File: config.mk
export PLATFORM = sky130hd
export DESIGN_NAME = layer_controller_flat
export DESIGN_NICKNAME = d
export VERILOG_FILES = /design/src/rtl/layer_controller_if.sv /design/src/rtl/layer_controller.sv /design/src/flat_wrapper.sv
export SDC_FILE = /design/constraint.sdc
export NUM_CORES = 1
export LEC_CHECK = 0
export BUFFER_PORTS_ARGS = -buffer_cell sky130_fd_sc_hd__buf_2
export CORE_MARGIN = 3
export CORE_UTILIZATION = 40
export DETAILED_ROUTE_END_ITERATION = 7
export MAX_ROUTING_LAYER = met4
export PLACE_DENSITY = 0.65
export SLEW_MARGIN = 20
export SYNTH_ARGS = -nofsm -noshare
export SYNTH_HDL_FRONTEND = slang
export SYNTH_SLANG_ARGS = --single-unit
File: constraint.sdc
create_clock -name clock -period 4.37 [get_ports clock]
set_input_delay 0.2185 -clock clock [delete_from_list [all_inputs] [get_ports clock]]
set_output_delay 0.2185 -clock clock [all_outputs]
set_load 0.01 [all_outputs]
File: src/rtl/layer_controller_if.sv
// Bundle of handshakes between a layer controller, its upstream and downstream
// neighbours, and its M node instances.
interface layer_controller_if #(
  parameter int N = 2,
  parameter int M = 2
);
  logic             train;
  logic             argument_valid;
  logic [N*8-1:0]   argument_data;
  logic             argument_ready;
  logic             result_valid;
  logic [M*16-1:0]  result_data;
  logic             result_ready;
  logic             error_valid;
  logic [M*16-1:0]  error_data;
  logic             error_ready;
  logic             propagate_valid;
  logic [N*16-1:0]  propagate_data;
  logic             propagate_ready;
  logic [M-1:0]     node_train;
  logic [M-1:0]     node_argument_valid;
  logic [N*8-1:0]   node_argument_data;
  logic [M-1:0]     node_argument_ready;
  logic [M-1:0]     node_result_valid;
  logic [M*16-1:0]  node_result_data;
  logic [M-1:0]     node_result_ready;
  logic [M-1:0]     node_error_valid;
  logic [M*16-1:0]  node_error_data;
  logic [M-1:0]     node_error_ready;
  logic [M-1:0]     node_propagate_valid;
  logic [M*N*16-1:0] node_propagate_data;
  logic [M-1:0]     node_propagate_ready;

  // Controller side
  modport slave (
    input  train, argument_valid, argument_data, result_ready,
           error_valid, error_data, propagate_ready,
           node_argument_ready, node_result_valid, node_result_data,
           node_error_ready, node_propagate_valid, node_propagate_data,
    output argument_ready, result_valid, result_data, error_ready,
           propagate_valid, propagate_data, node_train,
           node_argument_valid, node_argument_data, node_result_ready,
           node_error_valid, node_error_data, node_propagate_ready
  );

  // Neighbouring layers and nodes
  modport master (
    output train, argument_valid, argument_data, result_ready,
           error_valid, error_data, propagate_ready,
           node_argument_ready, node_result_valid, node_result_data,
           node_error_ready, node_propagate_valid, node_propagate_data,
    input  argument_ready, result_valid, result_data, error_ready,
           propagate_valid, propagate_data, node_train,
           node_argument_valid, node_argument_data, node_result_ready,
           node_error_valid, node_error_data, node_propagate_ready
  );
endinterface

File: src/rtl/layer_controller.sv
// Sequences one fully connected layer of M nodes: broadcast argument, gather
// results, and in training scatter errors and sum back-propagated vectors.
module layer_controller #(
  parameter int N = 2,
  parameter int M = 2
) (
  input logic          clock,
  input logic          reset,
  layer_controller_if.slave bus
);
  // Wide enough to sum M signed 16-bit values without overflow
  localparam int ACCW = 16 + $clog2(M) + 1;
  localparam logic signed [ACCW-1:0] SAT_MAX = ACCW'(32'sd32767);
  localparam logic signed [ACCW-1:0] SAT_MIN = ACCW'(-32'sd32768);

  typedef enum logic [2:0] {ARG, BCST, GATH, RES, ERR, SCAT, COLL, PROP} state_t;

  state_t                  state_r;
  logic [M-1:0]            done_r;
  logic [M-1:0]            hs_s;
  logic                    all_done_s;
  logic                    train_r;
  logic [N*8-1:0]          arg_r;
  logic [M*16-1:0]         res_r;
  logic [M*16-1:0]         err_r;
  logic signed [ACCW-1:0]  acc_r [N];
  logic signed [ACCW-1:0]  acc_next_s [N];

  function automatic logic signed [ACCW-1:0] sext16(input logic [15:0] v);
    return {{(ACCW-16){v[15]}}, v};
  endfunction

  function automatic logic [15:0] sat16(input logic signed [ACCW-1:0] v);
    if (v > SAT_MAX) begin
      return 16'h7FFF;
    end else if (v < SAT_MIN) begin
      return 16'h8000;
    end else begin
      return v[15:0];
    end
  endfunction

  // Per-node handshakes completing this cycle in the active scatter/gather phase
  always_comb begin
    hs_s = '0;
    case (state_r)
      BCST:    hs_s = ~done_r & bus.node_argument_ready;
      GATH:    hs_s = ~done_r & bus.node_result_valid;
      SCAT:    hs_s = ~done_r & bus.node_error_ready;
      COLL:    hs_s = ~done_r & bus.node_propagate_valid;
      default: hs_s = '0;
    endcase
  end

  assign all_done_s = &(done_r | hs_s);

  // Accumulator update: every node handshaking this cycle is added in
  always_comb begin
    for (int n = 0; n < N; n++) begin
      acc_next_s[n] = acc_r[n];
      for (int m = 0; m < M; m++) begin
        acc_next_s[n] = acc_next_s[n] +
          (hs_s[m] ? sext16(bus.node_propagate_data[16*(m*N+n) +: 16]) : {ACCW{1'b0}});
      end
    end
  end

  // Phase sequencing, done mask and all registered vectors
  always_ff @(posedge clock or posedge reset) begin
    if (reset) begin
      state_r <= ARG;
      done_r  <= '0;
      train_r <= 1'b0;
      arg_r   <= '0;
      res_r   <= '0;
      err_r   <= '0;
      for (int n = 0; n < N; n++) acc_r[n] <= '0;
    end else begin
      case (state_r)
        ARG: begin
          if (bus.argument_valid) begin
            arg_r   <= bus.argument_data;
            train_r <= bus.train;
            done_r  <= '0;
            state_r <= BCST;
          end
        end
        BCST: begin
          if (all_done_s) begin
            done_r  <= '0;
            state_r <= GATH;
          end else begin
            done_r  <= done_r | hs_s;
          end
        end
        GATH: begin
          for (int m = 0; m < M; m++) begin
            if (hs_s[m]) res_r[16*m +: 16] <= bus.node_result_data[16*m +: 16];
          end
          if (all_done_s) begin
            done_r  <= '0;
            state_r <= RES;
          end else begin
            done_r  <= done_r | hs_s;
          end
        end
        RES: begin
          if (bus.result_ready) state_r <= train_r ? ERR : ARG;
        end
        ERR: begin
          if (bus.error_valid) begin
            err_r   <= bus.error_data;
            done_r  <= '0;
            state_r <= SCAT;
          end
        end
        SCAT: begin
          if (all_done_s) begin
            done_r  <= '0;
            for (int n = 0; n < N; n++) acc_r[n] <= '0;
            state_r <= COLL;
          end else begin
            done_r  <= done_r | hs_s;
          end
        end
        COLL: begin
          for (int n = 0; n < N; n++) acc_r[n] <= acc_next_s[n];
          if (all_done_s) begin
            done_r  <= '0;
            state_r <= PROP;
          end else begin
            done_r  <= done_r | hs_s;
          end
        end
        PROP: begin
          if (bus.propagate_ready) state_r <= ARG;
        end
        default: begin
          done_r  <= '0;
          state_r <= ARG;
        end
      endcase
    end
  end

  assign bus.argument_ready       = (state_r == ARG);
  assign bus.result_valid         = (state_r == RES);
  assign bus.error_ready          = (state_r == ERR);
  assign bus.propagate_valid      = (state_r == PROP);
  assign bus.node_argument_valid  = (state_r == BCST) ? ~done_r : {M{1'b0}};
  assign bus.node_result_ready    = (state_r == GATH) ? ~done_r : {M{1'b0}};
  assign bus.node_error_valid     = (state_r == SCAT) ? ~done_r : {M{1'b0}};
  assign bus.node_propagate_ready = (state_r == COLL) ? ~done_r : {M{1'b0}};
  assign bus.node_train           = {M{train_r}};
  assign bus.node_argument_data   = arg_r;
  assign bus.node_error_data      = err_r;
  assign bus.result_data          = res_r;

  for (genvar n = 0; n < N; n++) begin : g_prop
    assign bus.propagate_data[16*n +: 16] = sat16(acc_r[n]);
  end
endmodule

File: src/flat_wrapper.sv
// flat-port wrapper written by rule: the top's interface ports become plain ports
module layer_controller_flat 
#(
  parameter int N = 2,
  parameter int M = 2
)
  (clock, reset, bus_train, bus_argument_valid, bus_argument_data, bus_result_ready, bus_error_valid, bus_error_data, bus_propagate_ready, bus_node_argument_ready, bus_node_result_valid, bus_node_result_data, bus_node_error_ready, bus_node_propagate_valid, bus_node_propagate_data, bus_argument_ready, bus_result_valid, bus_result_data, bus_error_ready, bus_propagate_valid, bus_propagate_data, bus_node_train, bus_node_argument_valid, bus_node_argument_data, bus_node_result_ready, bus_node_error_valid, bus_node_error_data, bus_node_propagate_ready);
  layer_controller_if #(.N(N), .M(M)) bus_i ();
  input logic clock;
  input logic reset;
  input wire logic [$bits(bus_i.train)-1:0] bus_train;
  input wire logic [$bits(bus_i.argument_valid)-1:0] bus_argument_valid;
  input wire logic [$bits(bus_i.argument_data)-1:0] bus_argument_data;
  input wire logic [$bits(bus_i.result_ready)-1:0] bus_result_ready;
  input wire logic [$bits(bus_i.error_valid)-1:0] bus_error_valid;
  input wire logic [$bits(bus_i.error_data)-1:0] bus_error_data;
  input wire logic [$bits(bus_i.propagate_ready)-1:0] bus_propagate_ready;
  input wire logic [$bits(bus_i.node_argument_ready)-1:0] bus_node_argument_ready;
  input wire logic [$bits(bus_i.node_result_valid)-1:0] bus_node_result_valid;
  input wire logic [$bits(bus_i.node_result_data)-1:0] bus_node_result_data;
  input wire logic [$bits(bus_i.node_error_ready)-1:0] bus_node_error_ready;
  input wire logic [$bits(bus_i.node_propagate_valid)-1:0] bus_node_propagate_valid;
  input wire logic [$bits(bus_i.node_propagate_data)-1:0] bus_node_propagate_data;
  output wire logic [$bits(bus_i.argument_ready)-1:0] bus_argument_ready;
  output wire logic [$bits(bus_i.result_valid)-1:0] bus_result_valid;
  output wire logic [$bits(bus_i.result_data)-1:0] bus_result_data;
  output wire logic [$bits(bus_i.error_ready)-1:0] bus_error_ready;
  output wire logic [$bits(bus_i.propagate_valid)-1:0] bus_propagate_valid;
  output wire logic [$bits(bus_i.propagate_data)-1:0] bus_propagate_data;
  output wire logic [$bits(bus_i.node_train)-1:0] bus_node_train;
  output wire logic [$bits(bus_i.node_argument_valid)-1:0] bus_node_argument_valid;
  output wire logic [$bits(bus_i.node_argument_data)-1:0] bus_node_argument_data;
  output wire logic [$bits(bus_i.node_result_ready)-1:0] bus_node_result_ready;
  output wire logic [$bits(bus_i.node_error_valid)-1:0] bus_node_error_valid;
  output wire logic [$bits(bus_i.node_error_data)-1:0] bus_node_error_data;
  output wire logic [$bits(bus_i.node_propagate_ready)-1:0] bus_node_propagate_ready;
  assign bus_i.train = bus_train;
  assign bus_i.argument_valid = bus_argument_valid;
  assign bus_i.argument_data = bus_argument_data;
  assign bus_i.result_ready = bus_result_ready;
  assign bus_i.error_valid = bus_error_valid;
  assign bus_i.error_data = bus_error_data;
  assign bus_i.propagate_ready = bus_propagate_ready;
  assign bus_i.node_argument_ready = bus_node_argument_ready;
  assign bus_i.node_result_valid = bus_node_result_valid;
  assign bus_i.node_result_data = bus_node_result_data;
  assign bus_i.node_error_ready = bus_node_error_ready;
  assign bus_i.node_propagate_valid = bus_node_propagate_valid;
  assign bus_i.node_propagate_data = bus_node_propagate_data;
  assign bus_argument_ready = bus_i.argument_ready;
  assign bus_result_valid = bus_i.result_valid;
  assign bus_result_data = bus_i.result_data;
  assign bus_error_ready = bus_i.error_ready;
  assign bus_propagate_valid = bus_i.propagate_valid;
  assign bus_propagate_data = bus_i.propagate_data;
  assign bus_node_train = bus_i.node_train;
  assign bus_node_argument_valid = bus_i.node_argument_valid;
  assign bus_node_argument_data = bus_i.node_argument_data;
  assign bus_node_result_ready = bus_i.node_result_ready;
  assign bus_node_error_valid = bus_i.node_error_valid;
  assign bus_node_error_data = bus_i.node_error_data;
  assign bus_node_propagate_ready = bus_i.node_propagate_ready;
  layer_controller #(.N(N), .M(M)) u_core (.clock(clock), .reset(reset), .bus(bus_i));
endmodule
==> impl_metrics.toml <==
[drt]
drt_iter0_drc = 341
ant_nets = 0
wl_per_cell_um = 16.42
via_per_inst = 4.938
firstDrtPassIters = 4
wl_um = 23710
drc = 0
vias = 7131

[pwr]
swShare_pct = 45.66
p_leak_nw = 5.668
clkPwrFrac_pct = 16.4
vdd_drop_max_mv = 0.3652
pwr-share-seq_pct = 24.0
comb_power_share_pct = 59.7
p_switching_mw = 3.979
cellPowerDensity_nw_per_um2 = 817.9
internal_power_mw = 4.736

[clock_tree]
cts.sinks = 122
cts_buffer_depth = 2
cts_tree = "built"
clock_latency_ns = 0.42
clkTransAtPathRegs_ns = 0.07
cts_root_buffer = "clkbuf_16"
cts_max_level = 4
cts_made_buffers = 17

[synth]
synth_enable_flop_cells = 0
synth_cells = 871
synth_top_area_cell = "dfrtp_1"
synth-seq-cells = 122
ys_types = 57
synth-simple-area-share_pct = 14.88
yosys-top-cells-area = "dfrtp_1, mux2_2, fa_1"
synthXorXnorAreaFrac_pct = 2.798
synthTopCellsByCount = "dfrtp_1, nand2_1, nor2_1"
synth_flop_cell = "dfrtp_1"
ys_warn_count = 0
synthMuxAreaShare_pct = 11.61
synth.most_common_cell = "dfrtp_1"
async_reset_ff_share_pct = 100.0
synth_compound_area_share_pct = 12.53
synth_top_area_share_pct = 37.52
synth_seq_area_share_pct = 37.52
syn_avg_cell_area_sq_um = 9.343
syn_nets = 1100
synth_area_sq_um = 8138
synth_top_family_by_area = "simple AND/OR/NAND/NOR gates"
synth_fa_ha_area_share_pct = 14.08

[cells_and_area]
seqCellArea_sq_um = 3053
multiInputGateArea_sq_um = 4586
syn_to_final_growth_pct = 30.93
nFillCells = 1811
finish.utilization_pct = 54.04
postLayoutCellArea_sq_um = 10660
instances_no_fill = 1444
nets = 1394
drive_above_1_share_pct = 36.67

[hold_path]
hold_path_class = "primary input to flip-flop"
worstHoldPathCells = 2

[die]
die_w_um = 148.6
pin_count = 285
dieHeight_um = 148.6
dieArea_sq_um = 22090
row_count = 51
core_sq_um = 19720
start_util_pct = 41.27

[run_status]
status = "complete, no violations"

[setup_path]
worstSetupPathType = "flip-flop to flip-flop"
cp-start-kind = "flip-flop"
worstRegToRegCells = 16
crit_arrival_ns = 4.48
worstPathRequired_ns = 4.66
critPathMaxFanout = 30
critPathCaptureType = "flip-flop"

[flow_run]
drv_cap = 0

[global_routing]
grt_use_met1_pct = 27.15
grt_max_degree = 60
first_global_vias = 7152
busiest_layer = "met2"
antenna_found_initial = 1
grt_overflow = 0
met2_usage_pct = 36.76
globalRouteMet3Util_pct = 4.235
grt_usage_pct = 21.80
grt_pass1_wl_um = 36870

[placed_design]
placed_area_sq_um = 9906
post-dp-hpwl_um = 17970
gp_congestion = 0.8803
dp.cells = 1401
numPortBuffers = 284

[sta]
slew_viol_final = 0
holdWs_ns = 0.01797
period_minus_slack_ns = 4.186
worstMarginPinSlew_ns = 1.069
setup_viol = 0
clock_skew_ns = 0.009868
period_share_pct = 95.79
final_hold_viol_count = 0
max_freq_mhz = 238.9
relSlewSlack_pct = 28.46
-- path summary, 6_finish.rpt --
| check | from | end | slack (ns) |
|---|---|---|---|
| hold reg to reg | u_core.bus.result_data[6] | u_core.bus.result_data[6] | 0.49 |
| min in group asynchronous | reset | u_core.bus.node_error_data[16] | 0.49 |
| hold / removal | bus_node_result_data[5] | u_core.bus.result_data[5] | 0.02 |
| max in group asynchronous | reset | u_core.acc_r[1] | 2.93 |
| setup / recovery | u_core.state_r[0] | u_core.acc_r[33] | 0.18 |
| setup reg to reg | u_core.state_r[0] | u_core.acc_r[33] | 0.18 |
-- critical path: stages, from the launching register on --
cell	delay, ns
dfrtp_1	0.45
nand3b_1	0.19
a21oi_1	0.29
a21oi_2	0.11
nor2_2	0.20
buf_12	0.22
nand2_1	0.09
fa_1	0.49
inv_1	0.04
ha_1	0.29
a2111o_1	0.44
a2111o_1	0.40
o221a_4	0.27
a21o_1	0.19
a21oi_2	0.15
xor2_1	0.15
o21ai_1	0.07
-- stage by stage --
step | power (mW) | worst slack (ns) | setup TNS [ns]
finish | 8.715 | 0.1839 | 0
global route | 9.511 | -0.007016 | -0.009084
CTS | 8.696 | 0.1624 | 0
detailed placement | 7.218 | 0.1764 | 0
global placement | 7.107 | 0.2420 | 0
floorplan | 5.500 | 0.1554 | 0
-- placed cells by master (no fill, tap or decap), types with 5 or more instances in the layout --
cell type / synthesis / routed
mux2_2: 71 / 70
a21o_1: 16 / 16
a21oi_1: 44 / 43
o21ai_0: 25 / 24
clkbuf_16: 0 / 18
nor2_1: 99 / 97
and2_1: 10 / 10
inv_8: 0 / 5
and3_1: 8 / 8
inv_1: 92 / 91
nor3_1: 10 / 10
a22o_1: 7 / 7
o211ai_1: 8 / 8
xor2_1: 19 / 19
clkinv_8: 0 / 5
a31oi_1: 5 / 5
nand2b_1: 12 / 12
mux2_1: 12 / 12
ha_1: 34 / 34
dfrtp_1: 122 / 122
xnor2_1: 7 / 7
buf_4: 3 / 24
fa_1: 36 / 36
o21ai_1: 24 / 25
nand2_1: 111 / 111
buf_2: 12 / 284
-- power groups by stage --
stage / Clock [mW] / Combinational [mW] / Sequential [mW]
final: 1.43 / 5.20 / 2.09
after floorplan: 0 / 3.36 / 2.14
after detailed placement: 0 / 5.13 / 2.09
after global routing: 1.52 / 5.83 / 2.17
after global placement: 0 / 5.05 / 2.06
after CTS: 1.46 / 5.16 / 2.08
-- state kept, by name, indices dropped and copies added, names as in the netlist --
signal and count:
u_core.bus.node_argument_data 16, u_core.bus.node_error_data 32, u_core.acc_r 36, u_core.train_r 1
u_core.state_r 3, u_core.bus.result_data 32, u_core.done_r 2
-- area by class of cell --
| class | instances | area share (%) |
|---|---|---|
| Antenna cell | 1 | 0.02349 |
| Clock buffer | 17 | 3.992 |
| Clock inverter | 15 | 1.691 |
| Inverter | 92 | 3.264 |
| Multi-Input combinational cell | 615 | 43.04 |
| Sequential cell | 122 | 28.65 |
| Tap cell | 265 | 3.112 |
| Timing Repair Buffer | 317 | 16.23 |
-- kinds of logic (layout without fill, tap and decap cells) --
logic type | Yosys count | after routing
AOI/OAI and AO/OA | 162 | 162
xor gates and xnor gates | 26 | 26
adders and majority gates | 70 | 70
buffers and inverters | 134 | 441
DFF | 122 | 122
muxes | 84 | 84
other | 0 | 1
and+or+nand+nor | 273 | 273
-- metal layers --
metal  wire (um)  up-vias
li1            -     3489
met2       12090      188
met4         393        0
met3        1201       26
met5           0        -
met1       10020     3428
-- timing repair --
action | CTS | global route
hold buffers | 4 | 0
setup buffers | 0 | 4
resized for setup | 0 | 9
endpoints found under the setup margin | 0 | 4
endpoints found under the hold margin | 60 | 0
(Power assumes the default switching activity.)
